--- config.mk ---
export PLATFORM = sky130hd
export DESIGN_NAME = bcd_display_mux
export DESIGN_NICKNAME = d
export VERILOG_FILES = /design/src/rtl/bcd_display_mux.sv
export SDC_FILE = /design/constraint.sdc
export NUM_CORES = 1
export LEC_CHECK = 0
export CAP_MARGIN = 20
export CORE_ASPECT_RATIO = 0.75
export CORE_MARGIN = 1.5
export CORE_UTILIZATION = 55
export CTS_BUF_LIST = sky130_fd_sc_hd__clkbuf_4 sky130_fd_sc_hd__clkbuf_8
export DETAILED_ROUTE_END_ITERATION = 12
export PLACE_DENSITY = 0.9
export SETUP_SLACK_MARGIN = 0.5
export SLEW_MARGIN = 25
export SYNTH_ARGS = -nofsm -noshare
export SYNTH_HDL_FRONTEND = slang
export SYNTH_SLANG_ARGS = --single-unit
--- constraint.sdc ---
create_clock -name clk -period 2.65 [get_ports clk]
set_input_delay 0.53 -clock clk [delete_from_list [all_inputs] [get_ports clk]]
set_output_delay 0.53 -clock clk [all_outputs]
set_load 0.1 [all_outputs]
--- src/rtl/bcd_display_mux.sv ---
// Three-digit multiplexed 7-segment driver for a latched BCD value.
// Optional leading-zero blanking is selected by defining BCD_DISP_LZB_EN.
module bcd_display_mux #(
   parameter int REFRESH_DIV = 1000
) (
   input  logic        clk,
   input  logic        rst,
   input  logic        load,
   input  logic [11:0] bcd,
   input  logic        en,
   output logic [2:0]  an,
   output logic [6:0]  seg,
   output logic        err
);

   localparam int PW = $clog2(REFRESH_DIV);
   localparam logic [PW-1:0] PRESC_LAST = PW'(REFRESH_DIV - 1);

   logic [11:0]   value;
   logic [PW-1:0] presc;
   logic [1:0]    idx;
   logic [1:0]    idx_next;
   logic [3:0]    digit;
   logic          blank;
   logic [2:0]    an_next;
   logic [6:0]    seg_next;
   logic          tc;

   function automatic logic [6:0] seg_code(input logic [3:0] d);
      case (d)
         4'd0:    seg_code = 7'h40;
         4'd1:    seg_code = 7'h79;
         4'd2:    seg_code = 7'h24;
         4'd3:    seg_code = 7'h30;
         4'd4:    seg_code = 7'h19;
         4'd5:    seg_code = 7'h12;
         4'd6:    seg_code = 7'h02;
         4'd7:    seg_code = 7'h78;
         4'd8:    seg_code = 7'h00;
         4'd9:    seg_code = 7'h10;
         default: seg_code = 7'h3F;
      endcase
   endfunction

   assign tc = (presc == PRESC_LAST);

   // Scan index sequencing; the unused code 3 recovers to 0 on the next cycle.
   always_comb begin
      idx_next = idx;
      case (idx)
         2'd0:    if (tc) idx_next = 2'd1;
         2'd1:    if (tc) idx_next = 2'd2;
         2'd2:    if (tc) idx_next = 2'd0;
         default: idx_next = 2'd0;
      endcase
   end

   always_comb begin
      digit   = 4'd0;
      blank   = 1'b0;
      an_next = 3'b111;
      case (idx)
         2'd0: begin
            digit   = value[3:0];
            an_next = 3'b110;
         end
         2'd1: begin
            digit   = value[7:4];
            an_next = 3'b101;
`ifdef BCD_DISP_LZB_EN
            blank   = (value[11:8] == 4'd0) && (value[7:4] == 4'd0);
`endif
         end
         2'd2: begin
            digit   = value[11:8];
            an_next = 3'b011;
`ifdef BCD_DISP_LZB_EN
            blank   = (value[11:8] == 4'd0);
`endif
         end
         default: begin
            digit   = 4'd0;
            an_next = 3'b111;
         end
      endcase
      seg_next = blank ? 7'h7F : seg_code(digit);
      if (!en || idx == 2'd3) begin
         an_next  = 3'b111;
         seg_next = 7'h7F;
      end
   end

   always_ff @(posedge clk) begin
      if (rst) begin
         value <= 12'h000;
         presc <= '0;
         idx   <= 2'd0;
         an    <= 3'b111;
         seg   <= 7'h7F;
         err   <= 1'b0;
      end else begin
         if (load) value <= bcd;
         presc <= tc ? '0 : presc + 1'b1;
         idx   <= idx_next;
         an    <= an_next;
         seg   <= seg_next;
         err   <= (value[3:0] > 4'd9) || (value[7:4] > 4'd9) || (value[11:8] > 4'd9);
      end
   end

endmodule

==> results.cfg <==
[floorplan]
fp.dieW_um = 65.4
core_area_um2 = 2680
start_util = 0.598
rows = 16
num_io_pins = 27
die_h_um = 49.8
dieArea_um2 = 3250

[logic_synthesis]
ys_seq_area_frac = 0.436
synth_nets = 184
synth_compound_area_frac = 0.0966
synth_seq_cells = 35
yosys.area_share.adder = 0.0468
synth-simple-area-share = 0.185
synth_top_area_frac = 0.436
yosys.area.top_type = dfxtp_1
synth-xor-area-share = 0.0491
synthCells = 162
ys_warn_count = 0
synthFlopType = dfxtp_1
synth.top_cells.by_area = dfxtp_1, mux2i_1, nor2_1
synth_top_family_by_area = simple AND/OR/NAND/NOR gates
synthArstFlopShare = 0
syn_avg_cell_area_um2 = 9.91
synth_cell_type_count = 39
synth_edf_count = 0
yosys-mux-area-fraction = 0.140
syn_area_um2 = 1610

[critical_path]
critical_path_class = register to register
worstPathArrival_ns = 2.15
reg2reg_slack_ns = 0.67
path_max_fanout = 15
rr_endpoint = seg[4]$_SDFF_PP1_
rr_worst_depth = 8
end_kind = register
start_kind = register
rr_startpoint = idx[0]$_SDFFE_PP0P_
required_ns = 2.82

[power_and_ir_drop]
power_frac_clock = 0.311
internal_power_uw = 809
peakVddDrop_v = 0.000364
leakagePower_uw = 0.000783
power_frac_seq = 0.501
switching_share = 0.289
p_per_area_nw_per_um2 = 591
combPwrFrac = 0.188
switchingPower_uw = 329

[clocking]
cts-root-buf = clkbuf_8
hold_buffers = 0
htreeDepth = 2
cts_tree = built
clkSlewWorstSetupHoldPaths_ns = 0.06
cts_buffers = 5
cts_setup_buffers = 0
cts_sinks = 35
clockBufferDepth = 2
worstSkewPairLatency_ns = 0.28

[place]
dp_hpwl_mm = 2.32
gp_congestion = 0.841
port_buffers = 26

[finish]
multiInputGateArea_um2 = 837
fillCellCount = 206
nets = 211
sequential_cell_area_um2 = 702
final_util = 0.717
drive_above_1_share = 0.165
area_growth_pct = 19.8
antennaDiodeCount = 0

[worst_hold_path]
hold_path_class = register to register
min_to = presc[0]$_SDFF_PP0_
min_from = presc[0]$_SDFF_PP0_
worstHoldPathCells = 1

[sta]
finalCriticalPeriod_ns = 1.98
min_period_over_period = 0.746
timing.final.hold_violations = 0
rsz0062_at_grt = false
max_freq_ghz = 0.506
maxSlewViolCount = 0
skew_ns = 0.00203
tightest_slew_ns = 0.679
setup_viol = 0
fin_setup_tns_ns = 0
slew_headroom = 0.546

[global_routing]
antenna_found_initial = 0
grt_pass1_vias = 1212
track_usage = 0.216
grt_overflow = 0
grt_max_degree = 20
grt_pass1_wl_mm = 5.31

[drt]
postRouteAntennaNets = 0
dr.pass1.iters = 4
num_vias = 1204
post_drt_wl_per_cell_um = 14.1
vias_per_cell = 5.38
initialDrtViolationCount = 79
totalWireLength_mm = 3.16
drc = 0

[outcome]
outcome = complete, no violations

[flow_run]
maxCapViolations = 0
[metrics by stage]
| step | power (µW) | hold WS (ns) | instance area [µm²] | setup slack (ns) | cells |
|---|---|---|---|---|---|
| 2_1_floorplan | 735 | 0.417 | 1610 | 0.868 | 162 |
| 3_3_place_gp | 788 | 0.429 | 1840 | 0.532 | 218 |
| 3_5_place_dp | 794 | 0.443 | 1840 | 0.385 | 218 |
| 4_1_cts | 1140 | 0.453 | 1920 | 0.614 | 224 |
| 5_1_grt | 1180 | 0.473 | 1920 | 0.496 | 224 |
| 6_report | 1140 | 0.449 | 1920 | 0.673 | 224 |
[power by group through the flow]
| stage | logic (µW) | registers (µW) | clock network (µW) |
|---|---|---|---|
| after floorplan | 67.2 | 667 | 0 |
| final | 214 | 570 | 353 |
| after detailed placement | 213 | 581 | 0 |
| after CTS | 214 | 569 | 359 |
| after global routing | 227 | 572 | 382 |
| after global placement | 208 | 580 | 0 |
[sequential cells by signal, summed over array words and instances, names as in the netlist]
signal,count
presc,10
err,1
seg,7
value,12
an,3
idx,2
[Yosys cell counts (4+ instances only)]
cell type and number:
dfxtp_1 35, nor2_1 26, mux2i_1 20, nand2_1 9, o21ai_0 8, xnor2_1 7
ha_1 6, inv_1 4
[logic make-up (layout without fill, tap and decap cells)]
logic type      Yosys count  in the layout
flops                    35             35
simple gates             56             56
fa+ha+maj                 6              6
compound gates           22             22
buf+inv                  12             38
xor+xnor                  9              9
mux                      22             22
[cells in the final DEF, fill, tap and decap left out, types with 2 or more instances in the layout]
master,instances
ha_1,6
clkdlybuf4s50_1,15
dfxtp_1,34
nor2_1,26
o2bb2ai_1,2
xnor2_1,7
clkbuf_8,5
o21ai_0,8
buf_4,13
nand2_1,9
o22ai_2,2
inv_1,4
nor2b_1,3
xor2_1,2
mux2i_1,20
nor3_1,3
nand2b_1,3
o21ai_1,2
nand3_1,3
[layer usage]
| layer | wire length (µm) | up-vias | global-route usage |
|---|---|---|---|
| met1 | 1390 | 557 | 0.268 |
| met4 | 40 | 0 | 0.0833 |
| met2 | 1490 | 42 | 0.354 |
| met3 | 237 | 5 | 0.0639 |
| li1 | - | 600 | - |
| met5 | 0 | - | 0 |
[repair_timing]
item | CTS | global route
pin swaps | 0 | 0
endpoints found under the setup margin | 1 | 1
endpoints found under the hold margin | 0 | 0
resized for setup | 1 | 1
[area by class of cell]
type,count,area share
Clock buffer,6,0.0397
Inverter,4,0.00781
Multi-Input combinational cell,115,0.435
Sequential cell,35,0.365
Tap cell,36,0.0234
Timing Repair Buffer,28,0.129
[critical path, stage by stage (launching register included)]
cell and delay (ns):
dfxtp_2 0.54, mux2i_1 0.24, o2bb2ai_1 0.15, inv_1 0.13, ha_1 0.20, nor2b_1 0.06
o21ai_0 0.13, o311ai_0 0.15, o31a_1 0.27
[worst max path at each step]
stage                   startpoint                 to  slack, ns  cells after the start
2_1_floorplan  idx[1]$_SDFFE_PP0P_  seg[4]$_SDFF_PP1_       0.87                      8
4_1_cts        idx[0]$_SDFFE_PP0P_  seg[4]$_SDFF_PP1_       0.61                      7
5_1_grt        idx[0]$_SDFFE_PP0P_  seg[4]$_SDFF_PP1_       0.50                      8
3_3_place_gp   idx[0]$_SDFFE_PP0P_  seg[4]$_SDFF_PP1_       0.53                      7
6_report       idx[0]$_SDFFE_PP0P_  seg[4]$_SDFF_PP1_       0.67                      8
3_5_place_dp   idx[0]$_SDFFE_PP0P_  seg[4]$_SDFF_PP1_       0.39                      7
Power figures use the tool's default switching activity.
==> patch, RTL diff (same settings) <==
Register the output `seg` once more, without a reset; this adds one clock of latency there. The other outputs are not delayed to match.
--- a/src/rtl/bcd_display_mux.sv
+++ b/src/rtl/bcd_display_mux.sv
@@ -16,4 +16,6 @@
    localparam int PW = $clog2(REFRESH_DIV);
    localparam logic [PW-1:0] PRESC_LAST = PW'(REFRESH_DIV - 1);
+
+   logic [6:0] seg_s0;
 
    logic [11:0]   value;
@@ -97,5 +99,5 @@
          idx   <= 2'd0;
          an    <= 3'b111;
-         seg   <= 7'h7F;
+         seg_s0 <= 7'h7F;
          err   <= 1'b0;
       end else begin
@@ -104,9 +106,13 @@
          idx   <= idx_next;
          an    <= an_next;
-         seg   <= seg_next;
+         seg_s0 <= seg_next;
          err   <= (value[3:0] > 4'd9) || (value[7:4] > 4'd9) || (value[11:8] > 4'd9);
       end
    end
 
+   always_ff @(posedge clk) begin
+      seg <= seg_s0;
+   end
+
 endmodule
 
Formal check against the unedited RTL: not equivalent (Yosys sat finds a counterexample within 4 cycles, from zero or initial values and one cycle with rst high).
==> patch against the original RTL <==
Area after synthesis rose by 7.0%. Sequential cell count rose by 7. Routed wire length rose by 3.3%. Worst hold slack got worse by 0.12 ns. Power rose by 21%. Final cell count rose by 4.5%. Cell area rose by 8.6%. Combinational power fell by 12%. Global-route usage barely moved. Largest power group unchanged. Clock skew rose by 0.0078 ns. Setup slack got worse by 0.018 ns.
==> patch: results (changes against the original RTL) <==
Status
  • Status: finished clean

Finish
  • Share of cells above drive strength 1: 16.8% (+0.35 points)
  • Nonclk inv count: 3 (-1)
  • Sequential share of cell area: 40.3% (+3.8 points)
  • Final instance area: 0.00209 mm² (+8.6%)
  • Clkbuf count: 7 (+1)

Route
  • Routed length per instance: 13.9 µm (-1.1%)
  • Iter 0 DRT Violations: 50 (-37%)
  • DR vias/cell: 5.43 (+1.1%)

Hold path
  • Hold endpoint: seg[4]
  • Worst hold stages: 0 (-1)

Logic synthesis
  • Syn Nets: 189 (+2.7%)
  • Top post-synthesis cells by area: dfxtp_1, mux2i_1, nor2_1
  • Sequential share of the synthesized area: 48.9% (+5.3 points)
  • Mux contribution to synthesized area: 11.2% (-2.8 points)
  • Distinct cells, synth: 40 (+2.6%)

Placed design
  • Placed cell count: 226 (+3.7%)
  • Placement Cell Area: 0.00197 mm² (+7.3%)

Global routing
  • Largest net degree at the start of global routing: 27 (+35%)
  • Overall routing resource usage: 21.6% (+0.031 points)

Die
  • Tap Count: 38 (+5.6%)

Setup path
  • Max stage delay on crit path: 0.62 ns (+0.08 ns)
  • Worst R2R End: seg_s0[0]

Timing
  • Hold slack: 0.328 ns (-0.121 ns)
  • Skew final: 0.00987 ns (+0.00784 ns)
## patch: cell count changes in the layout (fill, tap and decap cells not counted), sizes merged, moves of 3 or more
cell	change
dfxtp	+7
xnor2	-4
nor3	+3
a21oi	+6
nor2b	-3
mux2i	-3
o21ai	-4
## patch: power by group through the flow
stage               registers, µW  logic [µW]  clock network [µW]
floorplan                     757        70.3                   0
global placement              693         182                   0
detailed placement            696         189                   0
CTS                           681         189                 520
global route                  684         201                 540
finish                        681         189                 505
## patch: worst max-delay path by stage
stage | depth (start not counted) | slack, ns | endpoint
CTS | 6 | 0.57 | seg_s0[5]
global placement | 6 | 0.73 | seg_s0[5]
finish | 8 | 0.66 | seg_s0[0]
global route | 8 | 0.51 | seg_s0[0]
floorplan | 7 | 0.96 | seg_s0[5]
detailed placement | 6 | 0.59 | seg_s0[5]
## patch: routing by layer
metal	routed length, µm	GRT usage [%]	vias to the layer above
met5	0	0	-
met1	1350	21.8	591
met2	1680	39.1	34
li1	-	-	633
met4	105	14.3	0
met3	127	5.29	13
